[src/rtl/alu_share_arbiter_if.sv]
// Request/response bus between two ALU clients, the shared arbiter and the response consumer.
interface alu_share_arbiter_if #(
    parameter int unsigned WIDTH = 10
);
    logic             req0_valid;
    logic             req0_ready;
    logic [WIDTH-1:0] req0_a;
    logic [WIDTH-1:0] req0_b;
    logic [1:0]       req0_mode;

    logic             req1_valid;
    logic             req1_ready;
    logic [WIDTH-1:0] req1_a;
    logic [WIDTH-1:0] req1_b;
    logic [1:0]       req1_mode;

    logic             rsp_valid;
    logic             rsp_ready;
    logic             rsp_id;
    logic [WIDTH-1:0] rsp_y;
    logic             rsp_is_zero;

    // Arbiter side
    modport slave (
        input  req0_valid, req0_a, req0_b, req0_mode,
        input  req1_valid, req1_a, req1_b, req1_mode,
        input  rsp_ready,
        output req0_ready, req1_ready,
        output rsp_valid, rsp_id, rsp_y, rsp_is_zero
    );

    // Client/consumer side
    modport master (
        output req0_valid, req0_a, req0_b, req0_mode,
        output req1_valid, req1_a, req1_b, req1_mode,
        output rsp_ready,
        input  req0_ready, req1_ready,
        input  rsp_valid, rsp_id, rsp_y, rsp_is_zero
    );
endinterface

[src/rtl/alu_share_arbiter.sv]
// Round-robin share of one small ALU between two requesters, one transaction in flight.
module alu_share_arbiter #(
    parameter int unsigned WIDTH = 10,
    parameter int unsigned CNT_W = 16
) (
    input  logic                  clk,
    input  logic                  rst_n,
    alu_share_arbiter_if.slave    bus,
    output logic                  busy,
    output logic [CNT_W-1:0]      ops_done
);

    typedef enum logic [1:0] {
        IDLE = 2'd0,
        EXEC = 2'd1,
        RESP = 2'd2
    } state_t;

    state_t           state;
    state_t           state_nxt;

    logic             grant0_c;
    logic             grant1_c;
    logic             accept_c;

    logic [WIDTH-1:0] a_q;
    logic [WIDTH-1:0] b_q;
    logic [1:0]       mode_q;
    logic             id_q;
    logic             last_q;

    logic             rsp_valid_q;
    logic             rsp_id_q;
    logic [WIDTH-1:0] rsp_y_q;
    logic             rsp_is_zero_q;

    logic [WIDTH-1:0] alu_y_c;

    // State register
    always_ff @(posedge clk) begin
        if (!rst_n) begin
            state <= IDLE;
        end else begin
            state <= state_nxt;
        end
    end

    // Next state and grant; requester 0 wins a tie when requester 1 was granted last
    always_comb begin
        state_nxt = state;
        grant0_c  = 1'b0;
        grant1_c  = 1'b0;
        unique case (state)
            IDLE: begin
                if (rst_n) begin
                    grant0_c = bus.req0_valid && (!bus.req1_valid || last_q);
                    grant1_c = bus.req1_valid && (!bus.req0_valid || !last_q);
                end
                if (grant0_c || grant1_c) begin
                    state_nxt = EXEC;
                end
            end
            EXEC: begin
                state_nxt = RESP;
            end
            RESP: begin
                if (bus.rsp_ready) begin
                    state_nxt = IDLE;
                end
            end
            default: begin
                state_nxt = IDLE;
            end
        endcase
    end

    assign accept_c = grant0_c || grant1_c;

    // ALU on the latched operands; carry and borrow are dropped by truncation
    always_comb begin
        alu_y_c = a_q;
        unique case (mode_q)
            2'd0:    alu_y_c = a_q;
            2'd1:    alu_y_c = b_q;
            2'd2:    alu_y_c = WIDTH'(a_q + b_q);
            default: alu_y_c = WIDTH'(a_q - b_q);
        endcase
    end

    // Operand capture, response register and completion counter
    always_ff @(posedge clk) begin
        if (!rst_n) begin
            a_q           <= '0;
            b_q           <= '0;
            mode_q        <= 2'd0;
            id_q          <= 1'b0;
            last_q        <= 1'b1;
            rsp_valid_q   <= 1'b0;
            rsp_id_q      <= 1'b0;
            rsp_y_q       <= '0;
            rsp_is_zero_q <= 1'b0;
            ops_done      <= '0;
        end else begin
            if (accept_c) begin
                a_q    <= grant1_c ? bus.req1_a    : bus.req0_a;
                b_q    <= grant1_c ? bus.req1_b    : bus.req0_b;
                mode_q <= grant1_c ? bus.req1_mode : bus.req0_mode;
                id_q   <= grant1_c;
                last_q <= grant1_c;
            end
            if (state == EXEC) begin
                rsp_y_q       <= alu_y_c;
                rsp_is_zero_q <= (alu_y_c == '0);
                rsp_id_q      <= id_q;
                rsp_valid_q   <= 1'b1;
            end
            if ((state == RESP) && rsp_valid_q && bus.rsp_ready) begin
                rsp_valid_q <= 1'b0;
                ops_done    <= ops_done + CNT_W'(1);
            end
        end
    end

    assign bus.req0_ready  = grant0_c;
    assign bus.req1_ready  = grant1_c;
    assign bus.rsp_valid   = rsp_valid_q;
    assign bus.rsp_id      = rsp_id_q;
    assign bus.rsp_y       = rsp_y_q;
    assign bus.rsp_is_zero = rsp_is_zero_q;
    assign busy            = (state != IDLE);

endmodule

[src/flat_wrapper.sv]
// flat-port wrapper written by rule: the top's interface ports become plain ports
module alu_share_arbiter_flat 
#(
    parameter int unsigned WIDTH = 10,
    parameter int unsigned CNT_W = 16
)
  (clk, rst_n, busy, ops_done, bus_req0_valid, bus_req0_a, bus_req0_b, bus_req0_mode, bus_req1_valid, bus_req1_a, bus_req1_b, bus_req1_mode, bus_rsp_ready, bus_req0_ready, bus_req1_ready, bus_rsp_valid, bus_rsp_id, bus_rsp_y, bus_rsp_is_zero);
  alu_share_arbiter_if #(.WIDTH(WIDTH)) bus_i ();
  input  logic clk;
  input  logic rst_n;
  output logic busy;
  output logic [CNT_W-1:0] ops_done;
  input wire logic [$bits(bus_i.req0_valid)-1:0] bus_req0_valid;
  input wire logic [$bits(bus_i.req0_a)-1:0] bus_req0_a;
  input wire logic [$bits(bus_i.req0_b)-1:0] bus_req0_b;
  input wire logic [$bits(bus_i.req0_mode)-1:0] bus_req0_mode;
  input wire logic [$bits(bus_i.req1_valid)-1:0] bus_req1_valid;
  input wire logic [$bits(bus_i.req1_a)-1:0] bus_req1_a;
  input wire logic [$bits(bus_i.req1_b)-1:0] bus_req1_b;
  input wire logic [$bits(bus_i.req1_mode)-1:0] bus_req1_mode;
  input wire logic [$bits(bus_i.rsp_ready)-1:0] bus_rsp_ready;
  output wire logic [$bits(bus_i.req0_ready)-1:0] bus_req0_ready;
  output wire logic [$bits(bus_i.req1_ready)-1:0] bus_req1_ready;
  output wire logic [$bits(bus_i.rsp_valid)-1:0] bus_rsp_valid;
  output wire logic [$bits(bus_i.rsp_id)-1:0] bus_rsp_id;
  output wire logic [$bits(bus_i.rsp_y)-1:0] bus_rsp_y;
  output wire logic [$bits(bus_i.rsp_is_zero)-1:0] bus_rsp_is_zero;
  assign bus_i.req0_valid = bus_req0_valid;
  assign bus_i.req0_a = bus_req0_a;
  assign bus_i.req0_b = bus_req0_b;
  assign bus_i.req0_mode = bus_req0_mode;
  assign bus_i.req1_valid = bus_req1_valid;
  assign bus_i.req1_a = bus_req1_a;
  assign bus_i.req1_b = bus_req1_b;
  assign bus_i.req1_mode = bus_req1_mode;
  assign bus_i.rsp_ready = bus_rsp_ready;
  assign bus_req0_ready = bus_i.req0_ready;
  assign bus_req1_ready = bus_i.req1_ready;
  assign bus_rsp_valid = bus_i.rsp_valid;
  assign bus_rsp_id = bus_i.rsp_id;
  assign bus_rsp_y = bus_i.rsp_y;
  assign bus_rsp_is_zero = bus_i.rsp_is_zero;
  alu_share_arbiter #(.WIDTH(WIDTH), .CNT_W(CNT_W)) u_core (.clk(clk), .rst_n(rst_n), .bus(bus_i), .busy(busy), .ops_done(ops_done));
endmodule
[config.mk]
export PLATFORM = sky130hd
export DESIGN_NAME = alu_share_arbiter_flat
export DESIGN_NICKNAME = d
export VERILOG_FILES = /design/src/rtl/alu_share_arbiter_if.sv /design/src/rtl/alu_share_arbiter.sv /design/src/flat_wrapper.sv
export SDC_FILE = /design/constraint.sdc
export NUM_CORES = 1
export LEC_CHECK = 0
export CORE_ASPECT_RATIO = 0.7
export CORE_MARGIN = 2
export CORE_UTILIZATION = 52
export DETAILED_ROUTE_END_ITERATION = 7
export DONT_BUFFER_PORTS = 1
export PLACE_DENSITY_LB_ADDON = 0.12
export SLEW_MARGIN = 40
export SYNTH_ARGS = -nofsm -noshare
export SYNTH_HDL_FRONTEND = slang
export SYNTH_SLANG_ARGS = --single-unit
[constraint.sdc]
create_clock -name clk -period 4.01 [get_ports clk]
set_clock_uncertainty 0.1 [all_clocks]
set_input_delay 0.802 -clock clk [delete_from_list [all_inputs] [get_ports clk]]
set_output_delay 0.802 -clock clk [all_outputs]
set_load 0.005 [all_outputs]
==> results.yml, run 1 <==
placement:
  io_buffers: 0
  gp_congestion: 0.8285
  dpl.cell_count: 445
  dp_hpwl_um: 5300
timing:
  setup_viol: 0
  slew_headroom: 0.6337
  clock.fmax_mhz: 306.0
  final_max_slew_viol_count: 0
  tns_ns: 0
  timing.final.crit_share: 0.8150
  finalHoldViolCount: 0
  hold_slack_ns: 0.3572
  worst_slew_pin_slew_ns: 0.5483
  fin_crit_ns: 3.268
  rsz0062_at_grt: "no"
synthesis:
  yosys_warnings: 0
  synthAdderAreaFrac: 0.05482
  ys_seq_area_frac: 0.3547
  synth-edff-count: 0
  async_flop_share: 0
  synthXorXnorAreaFrac: 0.07054
  syn_avg_cell_area_um2: 7.939
  syn_area_um2: 3104
  synth_top_family_by_area: "simple AND/OR/NAND/NOR gates"
  yosys_register_bits: 55
  synth_compound_area_frac: 0.1782
  synthSimpleGateAreaFrac: 0.2648
  muxShareOfSynthArea: 0.02983
  synth_cell_type_count: 52
  synthCells: 391
  syn-num-nets: 453
  ys.flop_type: "dfxtp_1"
critical_path:
  rr_endpoint: "u_core.bus.rsp_y[8]$_SDFFE_PN0N_"
  worst_setup_path_start_kind: "flip-flop"
  critPathMaxFanout: 9
  required_ns: 4.15
  cp_top_family: "compound AO/OA/AOI/OAI gates"
  timing.critical_path.mode_cell: "a21oi_1"
  cp.arrival_ns: 3.41
  reg2reg_depth: 9
  critPathKind: "reg -> reg"
  cp_cell_sequence: "nor2b_1, mux2_2, fa_1, a21oi_1, o211ai_1, o221a_2, a211oi_1, nand2_1, a21oi_1"
  cp_slowest_stage_delay_ns: 0.47
  reg2reg_slack_ns: 0.74
  r2r_start: "u_core.mode_q[1]$_SDFFE_PN0P_"
  startpoint: "u_core.mode_q[1]$_SDFFE_PN0P_"
  path_buf_inv: 0
  cpMaxStageDelayCell: "nor2b_1"
  cp-end-kind: "flip-flop"
global_route:
  grt_pass1_vias: 2414
  grt_overflow: 0
  antenna_found_initial: 0
  grt_pass1_wl_um: 11310
  grt_max_degree: 48
  grt_usage: 0.2199
route:
  avgRoutedWirePerCell_um: 15.53
  via_count: 2638
  drtPass1Iterations: 4
  ant_nets: 0
  wirelength_um: 7034
  drc_errors: 0
  drt_iter0_drc: 166
  via_per_inst: 5.823
clock_tree:
  cts_root_buffer: "clkbuf_8"
  clkLatencyLatePin_ns: 0.31
  cts_resized: 0
  htreeDepth: 2
  cts_setup_buffers: 0
  cts-hold-fix-buffers: 0
  clk_pin_slew_ns: 0.10
  cts_made_buffers: 5
  cts_sinks: 55
  cts_tree: "built"
  cts_buffer_depth: 2
layout:
  nNetsFinal: 439
  fill_cells: 557
  layout_commonest_cell: "nand2_1"
  areaGrowthSynthToFinish_pct: 3.869
  multi_input_area_um2: 1863
  final_cells: 453
  insertedDiodeCount: 0
  seq_area_um2: 1101
  layout_common_cells: "nand2_1, dfxtp_1, nor2_1, a311oi_1, a21oi_1"
  drive_gt1_frac: 0.06085
  post-route-util: 0.5602
min_path:
  hold_end: "u_core.id_q$_SDFFE_PN0P_"
  holdCritStartpoint: "u_core.id_q$_SDFFE_PN0P_"
  hold_path.class: "reg -> reg"
  whs_path_depth: 2
pwr:
  power_density_nw_per_um2: 404.4
  peakVddDrop_mv: 0.1869
  fin_total_pwr_w: 0.001304
  p_leak_nw: 1.238
floorplan:
  start_util: 0.5393
  die_w_um: 96.35
  dieArea_um2: 6614
  die_h_um: 68.65
  core_area_um2: 5756
  ios: 81
  num_rows: 23
flow_run:
  cap_violations: 0
run_status:
  status: "finished, final reports clean"
## area by class of cell
class	count	share of cell area
Inverter	7	0.008149
Clock inverter	1	0.002716
Clock buffer	7	0.02678
Multi-Input combinational cell	302	0.5778
Sequential cell	55	0.3415
Tap cell	75	0.02910
Timing Repair Buffer	6	0.01397
## layer usage
layer,track usage,part of all wire,vias to the layer above
met5,0,0,-
met4,0.05106,0.0098,0
met3,0.05109,0.056,7
met2,0.3116,0.40,64
met1,0.3347,0.54,1215
li1,-,-,1352
## worst register-to-register path, delay by kind of cell (launching register included)
kind,cells,cell delay (ns)
simple gates,2,0.58
flops,1,0.33
fa+ha+maj,1,0.43
compound gates,5,1.33
mux,1,0.43
## cells by family after synthesis
| logic type | count (synthesis) |
|---|---|
| DFF | 55 |
| buffers and inverters | 34 |
| adders and majority gates | 13 |
| and+or+nand+nor | 177 |
| muxes | 9 |
| xor gates and xnor gates | 25 |
| AOI/OAI and AO/OA | 78 |
## synthesized netlist by cell type, drive strengths merged (2+ instances only)
master,instances,share of area
nand2,74,0.089
dfxtp,55,0.35
nor2,49,0.059
a311oi,22,0.062
a21oi,20,0.032
clkbuf,19,0.023
xor2,19,0.054
nand3,15,0.024
ha,12,0.048
a211oi,8,0.019
buf,8,0.016
o21ai,8,0.013
inv,7,0.0085
mux2i,7,0.023
nor2b,7,0.014
nor3,6,0.0097
xnor2,6,0.017
nand4,5,0.010
a31oi,4,0.0081
and4,3,0.0085
o211ai,3,0.0073
or3,3,0.0077
a21o,2,0.0048
and2,2,0.0040
mux2,2,0.0073
nor4,2,0.0089
nor4b,2,0.0056
o211a,2,0.0064
o21a,2,0.0048
o22ai,2,0.0040
or3b,2,0.0056
## report_power, final
group	total [W]	switching (W)	internal (W)
Sequential	0.000623	0.0000413	0.000582
Clock	0.000320	0.000178	0.000142
Combinational	0.000361	0.000216	0.000145
## registers in the layout (all words and copies together), names as in the netlist
name	cells
u_core.bus.rsp_is_zero	1
u_core.last_q	1
u_core.b_q	10
u_core.a_q	10
u_core.mode_q	2
u_core.bus.rsp_y	10
u_core.id_q	1
u_core.state	2
u_core.bus.rsp_valid	1
u_core.bus.rsp_id	1
u_core.ops_done	16
## how the worst max path moves through the flow
stage,to,slack (ns),cells after the start
floorplan,u_core.bus.rsp_y[8]$_SDFFE_PN0N_,1.21,11
global placement,u_core.bus.rsp_y[8]$_SDFFE_PN0N_,0.86,9
detailed placement,u_core.bus.rsp_y[8]$_SDFFE_PN0N_,0.76,9
CTS,u_core.bus.rsp_y[8]$_SDFFE_PN0N_,0.73,9
global route,u_core.bus.rsp_y[8]$_SDFFE_PN0N_,0.50,9
finish,u_core.bus.rsp_y[8]$_SDFFE_PN0N_,0.74,9
## metrics by stage
stage               instance area [um2]  setup slack [ns]
floorplan                          3104             1.213
global placement                   3129            0.8606
detailed placement                 3129            0.7625
CTS                                3224            0.7302
global route                       3224            0.4971
finish                             3224            0.7418
Power figures use the tool's default switching activity.
==> run 2: changes to the inputs <==
==> constraint.sdc (replaced) <==
create_clock -name clk -period 2.67 [get_ports clk]
set_clock_uncertainty 0.1 [all_clocks]
set_input_delay 0.534 -clock clk [delete_from_list [all_inputs] [get_ports clk]]
set_output_delay 0.534 -clock clk [all_outputs]
set_load 0.005 [all_outputs]
==> run 2 against run 1 <==
The flow now finishes with violations (negative setup slack). Combinational power grew 110%. Clock power is 54% higher. Worst hold slack worse by 0.17 ns. Sequential cell count did not move. Worst setup slack got worse by 0.75 ns. Utilization increased by 5.7 points. Via count rose by 5.8%. Non-clock buffer count increased by 22. Die area unchanged. Global-route usage grew 0.85 points.
==> results.yml, run 2 (synthesis results as in run 1) <==
layout:
  seq_area_um2: 1110
  largest_reg_flops: 16
  final_cells: 475
  areaGrowthSynthToFinish_pct: 14.47
  fill_cells: 518
  layout_commonest_cell: "nand2_1"
  insertedDiodeCount: 0
  layout_common_cells: "nand2_1, dfxtp_1, nor2_1, buf_4, a311oi_1"
  multi_input_area_um2: 2002
  nNetsFinal: 461
  drive_gt1_frac: 0.1825
  regMostFlops: "u_core.ops_done"
clock_tree:
  htreeDepth: 2
  cts_sinks: 55
  cts_made_buffers: 5
  cts_tree: "built"
  clkLatencyLatePin_ns: 0.31
  cts-hold-fix-buffers: 0
  clk_pin_slew_ns: 0.10
  cts_root_buffer: "clkbuf_8"
  cts_buffer_depth: 2
placement:
  dp_slack_ns: -0.1328
  dp_hpwl_um: 5650
  gp_congestion: 0.8619
  dpl.cell_count: 462
  io_buffers: 0
floorplan:
  die_h_um: 68.65
  start_util: 0.5393
  core_area_um2: 5756
  num_rows: 23
  dieArea_um2: 6614
  die_w_um: 96.35
  ios: 81
global_route:
  grt_max_degree: 49
  grt_usage: 0.2284
  grtUsageMet1: 0.3507
  grt_overflow: 0
  gr-max-usage-layer: "met1"
  grt_pass1_vias: 2474
  grtUsageMet3: 0.04674
  grt.met2_usage: 0.3316
  grt_pass1_wl_um: 11720
  antenna_found_initial: 0
timing:
  finalHoldViolCount: 0
  worst_slew_pin_slew_ns: 0.4063
  timing.final.crit_share: 1.001
  slew_headroom: 0.7291
  fin_crit_ns: 2.673
  setup_viol: 1
  final_max_slew_viol_count: 0
  rsz0062_at_grt: "yes"
  clock.fmax_mhz: 374.1
  layout_setup_ws_ns: -0.003218
  tns_ns: -0.003218
critical_path:
  cp_cell_sequence: "nor4_4, a21oi_2, xor2_1, ha_1, a21oi_2, o21ai_1, or4b_1, nand3_1, nand4_1, o31ai_2"
  path_buf_inv: 0
  timing.critical_path.mode_cell: "a21oi_2"
  worst_setup_path_start_kind: "flip-flop"
  required_ns: 2.81
  cp_slowest_stage_delay_ns: 0.50
  cpMaxStageDelayCell: "or4b_1"
  critPathKind: "reg -> reg"
  critPathMaxFanout: 6
  cp.arrival_ns: 2.81
  cp_top_family: "simple AND/OR/NAND/NOR gates"
  cp-end-kind: "flip-flop"
route:
  via_per_inst: 5.876
  via_count: 2791
  ant_nets: 0
  wirelength_um: 7662
  drt_iter0_drc: 167
  avgRoutedWirePerCell_um: 16.13
  drc_errors: 0
  drtPass1Iterations: 5
pwr:
  p_leak_nw: 1.362
  peakVddDrop_mv: 0.3380
  power_density_nw_per_um2: 611.2
run_status:
  violations: "negative setup slack"
  status: "complete, but fails checks"
min_path:
  hold_path.class: "in -> reg"
flow_run:
  cap_violations: 0
[run 2: cell count changes in the layout (fill, tap and decap cells not counted), moves of 3 or more]
cell | before | now
dfxtp_2 | 0 | 4
a21oi_2 | 0 | 5
a211oi_1 | 8 | 5
a211oi_2 | 0 | 3
buf_4 | 6 | 26
ha_1 | 12 | 9
ha_4 | 0 | 3
a21oi_1 | 20 | 13
dfxtp_1 | 55 | 50
[run 2: report_power, final]
part           total, W  leakage, nW  switching, W  internal (W)
Clock          0.000492       0.0484      0.000279      0.000213
Combinational  0.000748        0.864      0.000405      0.000343
Sequential     0.000931        0.450     0.0000562      0.000875
Total           0.00217         1.36      0.000740       0.00143
[run 2: what timing repair did]
action,CTS,global route
setup endpoints to repair,3,7
hold endpoints to repair,0,0
resized for setup,5,25
setup buffers,1,4
gates cloned,0,0
pin swaps,5,16
[run 2: path summary, 6_finish.rpt]
kind / slack [ns] / to / cells past startpoint / start
worst max-delay path: -0.003 / u_core.bus.rsp_is_zero$_SDFFE_PN0N_ / 10 / u_core.b_q[3]$_SDFFE_PN0P_
worst min-delay path: 0.19 / u_core.last_q$_SDFFE_PN1P_ / 1 / rst_n
worst max register to register: -0.003 / u_core.bus.rsp_is_zero$_SDFFE_PN0N_ / 10 / u_core.b_q[3]$_SDFFE_PN0P_
worst min register to register: 0.38 / u_core.bus.rsp_id$_SDFFE_PN0N_ / 2 / u_core.id_q$_SDFFE_PN0P_
[run 2: layer usage]
| layer | up-vias | routed length (um) |
|---|---|---|
| met3 | 8 | 504 |
| li1 | 1396 | - |
| met1 | 1308 | 3808 |
| met5 | - | 0 |
| met2 | 79 | 3302 |
| met4 | 0 | 46 |
[run 2: area by class of cell]
cell class,count,share of cell area
Clock buffer,7,0.02430
Clock inverter,1,0.002465
Inverter,7,0.007394
Multi-Input combinational cell,302,0.5634
Sequential cell,55,0.3123
Tap cell,75,0.02641
Timing Repair Buffer,28,0.06373
[run 2: per-stage QoR]
stage          hold slack [ns]  utilization  total power (W)  cell area, um2
4_1_cts                 0.1856       0.5928         0.002068            3412
6_report                0.1872       0.6174         0.002172            3553
3_3_place_gp            0.3622       0.5720         0.001555            3292
2_1_floorplan           0.3321            -         0.001392            3129
3_5_place_dp            0.3690       0.5720         0.001571            3292
5_1_grt                 0.1908       0.6174         0.002295            3553
